File: src/rtl/dmem_arbiter.sv
// dmem_arbiter: shares the data RAM between the core (C) and debug (D) ports.
// Define DMEM_ARB_RR_EN for round-robin arbitration instead of C priority.
module dmem_arbiter #(
  parameter int ADDR_W     = 16,
  parameter int D_MAX_WAIT = 8
) (
  input  logic              clk_i,
  input  logic              rst_n_i,
  input  logic              c_req_i,
  input  logic              c_we_i,
  input  logic [1:0]        c_size_i,
  input  logic [31:0]       c_addr_i,
  input  logic [31:0]       c_wdata_i,
  output logic              c_gnt_o,
  output logic              c_rvalid_o,
  output logic              c_err_o,
  input  logic              d_req_i,
  input  logic              d_we_i,
  input  logic [1:0]        d_size_i,
  input  logic [31:0]       d_addr_i,
  input  logic [31:0]       d_wdata_i,
  output logic              d_gnt_o,
  output logic              d_rvalid_o,
  output logic              d_err_o,
  output logic [31:0]       rdata_o,
  output logic [3:0]        ram_we_o,
  output logic [ADDR_W-1:0] ram_addr_o,
  output logic [31:0]       ram_din_o,
  input  logic [31:0]       ram_dout_i
);

  typedef enum logic {IDLE, RD_PEND} state_t;

  state_t      state_q, state_d;
  logic        owner_q, owner_d;
  logic        c_g, d_g, any_g;
  logic        sel_we, mis, ld_go;
  logic [1:0]  sel_size;
  logic [31:0] sel_addr, sel_wdata;
  logic        unused;

  assign unused = ^{c_addr_i[31:ADDR_W+2], d_addr_i[31:ADDR_W+2]};

  function automatic logic misal(input logic [1:0] sz, input logic [1:0] a);
    case (sz)
      2'b00:   misal = 1'b0;
      2'b01:   misal = a[0];
      2'b10:   misal = (a != 2'b00);
      default: misal = 1'b1;
    endcase
  endfunction

  function automatic logic [3:0] byte_en(input logic [1:0] sz, input logic [1:0] a);
    case (sz)
      2'b00:   byte_en = 4'b0001 << a;
      2'b01:   byte_en = 4'b0011 << a;
      default: byte_en = 4'b1111;
    endcase
  endfunction

`ifdef DMEM_ARB_RR_EN
  logic last_d;

  // round-robin: on conflict the port not granted last time wins
  always_comb begin
    c_g = rst_n_i & c_req_i & (~d_req_i | last_d);
    d_g = rst_n_i & d_req_i & (~c_req_i | ~last_d);
  end

  // remember who was granted last; D so that C wins the first conflict
  always_ff @(posedge clk_i or negedge rst_n_i) begin
    if (!rst_n_i) last_d <= 1'b1;
    else if (c_g | d_g) last_d <= d_g;
  end
`else
  localparam int CW = $clog2(D_MAX_WAIT + 1);
  localparam logic [CW-1:0] WMAX = CW'(D_MAX_WAIT);

  logic [CW-1:0] wait_q;
  logic          d_force;

  // C priority unless D has waited its maximum number of cycles
  always_comb begin
    d_force = d_req_i & (wait_q == WMAX);
    c_g = rst_n_i & c_req_i & ~d_force;
    d_g = rst_n_i & d_req_i & (~c_req_i | d_force);
  end

  // count consecutive denied D cycles, saturating
  always_ff @(posedge clk_i or negedge rst_n_i) begin
    if (!rst_n_i) wait_q <= '0;
    else if (!d_req_i || d_g) wait_q <= '0;
    else if (wait_q != WMAX) wait_q <= wait_q + 1'b1;
  end
`endif

  // steer the granted port onto the RAM and build byte enables
  always_comb begin
    any_g     = c_g | d_g;
    sel_we    = d_g ? d_we_i : c_we_i;
    sel_size  = d_g ? d_size_i : c_size_i;
    sel_addr  = d_g ? d_addr_i : c_addr_i;
    sel_wdata = d_g ? d_wdata_i : c_wdata_i;
    mis       = misal(sel_size, sel_addr[1:0]);
    ld_go     = any_g & ~mis & ~sel_we;
    c_gnt_o   = c_g;
    d_gnt_o   = d_g;
    c_err_o   = c_g & mis;
    d_err_o   = d_g & mis;
    ram_we_o  = '0;
    ram_addr_o = '0;
    ram_din_o = '0;
    if (any_g) begin
      ram_addr_o = sel_addr[ADDR_W+1:2];
      ram_din_o  = sel_wdata;
      if (sel_we && !mis) ram_we_o = byte_en(sel_size, sel_addr[1:0]);
    end
  end

  // read-pending state and owner of the outstanding read
  always_ff @(posedge clk_i or negedge rst_n_i) begin
    if (!rst_n_i) begin
      state_q <= IDLE;
      owner_q <= 1'b0;
    end else begin
      state_q <= state_d;
      owner_q <= owner_d;
    end
  end

  // next state and read-response steering
  always_comb begin
    state_d    = ld_go ? RD_PEND : IDLE;
    owner_d    = ld_go ? d_g : owner_q;
    c_rvalid_o = (state_q == RD_PEND) & ~owner_q;
    d_rvalid_o = (state_q == RD_PEND) & owner_q;
    rdata_o    = (state_q == RD_PEND) ? ram_dout_i : '0;
  end

endmodule

File: config.mk
export PLATFORM = sky130hd
export DESIGN_NAME = dmem_arbiter
export DESIGN_NICKNAME = d
export VERILOG_FILES = /design/src/rtl/dmem_arbiter.sv
export SDC_FILE = /design/constraint.sdc
export NUM_CORES = 1
export LEC_CHECK = 0
export ABC_AREA = 1
export BUFFER_PORTS_ARGS = -buffer_cell sky130_fd_sc_hd__buf_2
export CAP_MARGIN = 25
export CORE_AREA = 2 2 102 104
export DETAILED_ROUTE_END_ITERATION = 6
export DIE_AREA = 0 0 104 106
export PLACE_DENSITY = 0.56
export SETUP_SLACK_MARGIN = 0.4
export SLEW_MARGIN = 40
export SYNTH_ARGS = -nofsm -noshare
export SYNTH_HDL_FRONTEND = slang
export SYNTH_SLANG_ARGS = --single-unit
File: constraint.sdc
create_clock -name clk_i -period 4.1 [get_ports clk_i]
set_input_delay 0.615 -clock clk_i [delete_from_list [all_inputs] [get_ports clk_i]]
set_output_delay 0.615 -clock clk_i [all_outputs]
set_load 0.05 [all_outputs]
==> flow_summary.rst <==
.. list-table::
   :header-rows: 1

   * - Metric
     - Value
   * - Number of top-level pins
     - 260
   * - Sequential-to-total area share from yosys stat
     - 9.844%
   * - Area used by sequential logic in the layout
     - 151.4 um2
   * - Core region area
     - 10000 um2
   * - Worst vdd rail ir drop
     - between 0.08 and 0.09 mV
   * - Status
     - complete, no violations
   * - Synth Area in Compound Gates
     - 18.13%
   * - Final routed wirelength across all metal layers
     - about 7500 um
   * - Max-slew violations
     - 0
   * - Least setup slack across all paths after layout
     - 1006 ps
   * - GR Overflow Total
     - 0
   * - Cell variety after synth
     - 21
   * - Worst stage delay on the critical path
     - around 420 ps
   * - Post-CTS setup buffer count
     - 0
   * - CTS sink count
     - 6
   * - Number of global-route vias before repair
     - 2,553
   * - Most common library cell in the layout ignoring fill and taps
     - sky130_fd_sc_hd__buf_2
   * - Cells along the critical path
     - inv_1 > ha_1 > nand2_1 > inv_1 > nand2_2 > nand2_4 > nor2_4 > buf_4 > a21oi_1 > nor2_1 > buf_2
   * - CTS tree
     - built
   * - Global-route usage over all layers
     - between 10% and 20%
   * - Routing usage on met1
     - roughly 14%
   * - Post-layout net count
     - between 700 and 800
   * - Combinational family with the most area after synthesis
     - simple AND/OR/NAND/NOR gates
   * - Biggest fanout along the worst timing path
     - 20
   * - Critical path capture point type
     - output pin
   * - Average cell area after synthesis
     - about 4.7 um2
   * - Number of nets with antenna violations after detailed routing
     - 0
   * - GR Util met2
     - roughly a quarter
   * - Worst slack at placement
     - between 1000 and 1500 ps
   * - Area growth, synth to finish
     - 86.96%
   * - Clock Latency Late Sink
     - about 220 ps
   * - Max Cap Violations
     - 0
   * - Pin count of the biggest net entering global routing
     - 39
   * - Die area
     - 11,020 um2
   * - Most frequent cells in the layout
     - sky130_fd_sc_hd__buf_2 (231), sky130_fd_sc_hd__nor2_1 (107), sky130_fd_sc_hd__nand2_1 (62)
   * - Class of the tightest hold or removal check
     - input port to async pin
   * - Root Buffer
     - sky130_fd_sc_hd__clkbuf_8
   * - Type of the worst setup path
     - register to output pin
   * - Syn nets
     - 498
   * - Seq cells post-synth
     - 6
   * - Portion of netlist area occupied by mux cells
     - 0%
   * - Hold Buf Count CTS
     - 0
   * - Drt via density
     - between 4 and 5
   * - Type of origin of the critical path
     - register
   * - Final design instance area without fill
     - between 2000 and 3000 um2
   * - Initial drt markers
     - ~160
   * - Remaining max-slew budget at the tightest pin
     - between 60% and 70%
   * - Vert. Die Dim
     - between 100 and 150 um
   * - Number of warnings printed during yosys synthesis
     - 0
   * - Share of the cycle needed by the critical path after routing
     - 75.47%
   * - Post-route DRC violation count
     - 0
   * - Data required time of the worst path
     - 3480 ps
   * - Initial Util
     - 15.25%
   * - Post-Syn Instances
     - roughly 330
   * - Power Dens Cells
     - roughly 200 nW/um2
   * - Filler cells
     - roughly 1,200
   * - Most common cell on crit path
     - sky130_fd_sc_hd__inv_1
   * - Synth Cell Area
     - 1525 um2
   * - Time the final worst path needs with I/O delays and setup
     - 3094 ps
   * - Fraction of final layout cells sized beyond drive strength 1
     - between 40% and 50%
   * - Horiz. Die Dim
     - ~100 um
   * - Max Buffers Root-to-Sink
     - 2
   * - Routing layer with the top usage in global route
     - met2
   * - Final clock skew
     - 2.790 ps
   * - Clock buffer count from CTS
     - 3
   * - Category of cells accounting for the largest share of critical-path delay
     - simple AND/OR/NAND/NOR gates
   * - Initial antenna violation count
     - 1
   * - Footprint of the multi-input gates
     - between 1000 and 1500 um2
   * - Xor-xnor portion of the synthesized cell area
     - under 10%
   * - Number of failing hold endpoints at the final stage
     - 0
   * - Placed inst area
     - between 2000 and 3000 um2
   * - Post-synthesis simple-gate area fraction
     - around half
   * - HPWL after DPL
     - approximately 6300 um
   * - WL per Instance
     - between 10 and 15 um
   * - Final GP Congestion
     - 0.7506
   * - Final TNS setup
     - 0 ps
   * - Pin slew with the least headroom to its limit
     - between 500 and 600 ps
   * - Adder-cell share of the synthesized area
     - under 10%
   * - Post_cts resized
     - 0
   * - Data arrival time at the worst-slack endpoint
     - around 2500 ps
   * - H-tree Lvls
     - 1
   * - Clock edge transition at the registers on the reported setup and hold paths
     - 40 ps
   * - Cell with the largest stage delay on the worst path
     - sky130_fd_sc_hd__nor2_4
   * - Number of search-and-repair iterations in the first detailed-routing pass
     - 6
   * - RSZ-0062 raised after global routing
     - false
   * - Leakage
     - approximately 2.1 nW
   * - Critical path buffer and inverter count
     - 4
   * - Number of port buffers
     - about 230
   * - Met3 capacity usage during global routing
     - 2.698%
   * - Wire length of the first global-routing pass
     - about 12,000 um
   * - Routed via count
     - approximately 2,800
   * - Number of placement rows
     - 37
   * - Final setup vio count
     - 0
   * - Top achievable clock speed
     - between 300 and 400 MHz
[metal layers]
| metal | up-vias | share of wire [%] |
|---|---|---|
| met5 | - | 0 |
| met4 | 0 | 0.67 |
| met3 | 4 | 8.9 |
| met2 | 158 | 52 |
| met1 | 1184 | 38 |
| li1 | 1420 | - |
[synth_stat cells, drive strengths merged]
master | n | area (um2)
xnor2 | 1 | 8.760
inv | 51 | 191.4
dfrtp | 6 | 150.1
clkbuf | 10 | 37.54
nand3 | 8 | 40.04
nand2 | 69 | 286.5
buf | 10 | 58.81
o21ai | 1 | 5.000
nor3 | 1 | 5.000
nor2 | 109 | 414.2
ha | 2 | 25.02
xor2 | 1 | 8.760
nand3b | 3 | 22.52
o22ai | 1 | 6.260
a21oi | 53 | 265.3
[metrics by stage]
step | hold slack (ps) | util (%) | power (mW) | instances
2_1_floorplan | 319.4 | - | 0.3429 | 326
3_3_place_gp | 468.8 | 28.03 | 0.4760 | 677
3_5_place_dp | 467.7 | 28.04 | 0.4791 | 677
4_1_cts | 226.1 | 28.49 | 0.5776 | 681
5_1_grt | 233.0 | 28.49 | 0.6102 | 681
6_report | 228.8 | 28.52 | 0.5702 | 682
[path summary, 6_finish.rpt]
path | end | slack, ps | from | cells after the start
setup / recovery | ram_din_o[3] | 1010 | wait_q[0] | 11
hold / removal | wait_q[0] | 230 | rst_n_i | 1
setup reg to reg | owner_q | 2000 | wait_q[0] | 14
hold reg to reg | owner_q | 540 | owner_q | 2
max in group asynchronous | state_q | 3690 | rst_n_i | 1
min in group clk_i | owner_q | 540 | owner_q | 2
[registers in the layout, summed over array words and instances (netlist names)]
register / flops
wait_q: 4
owner_q: 1
state_q: 1
[cells by family after synthesis]
| group | Yosys count |
|---|---|
| buffers and inverters | 71 |
| adders and majority gates | 2 |
| AOI/OAI and AO/OA | 55 |
| xor gates and xnor gates | 2 |
| and+or+nand+nor | 190 |
| DFF | 6 |
[power breakdown]
| group | internal [mW] | switching (mW) |
|---|---|---|
| combinational | 0.117 | 0.286 |
| sequential | 0.0640 | 0.00924 |
| clock | 0.0670 | 0.0270 |
[final cells by class]
| type | count | area share (%) |
|---|---|---|
| multi-input combinational | 249 | 38.31 |
| timing repair buffer | 235 | 42.04 |
| tap | 136 | 5.968 |
| sequential | 6 | 5.309 |
| clock buffer | 4 | 1.580 |
| antenna | 1 | 0.08776 |
| inverter | 51 | 6.713 |
(Power assumes the default switching activity.)
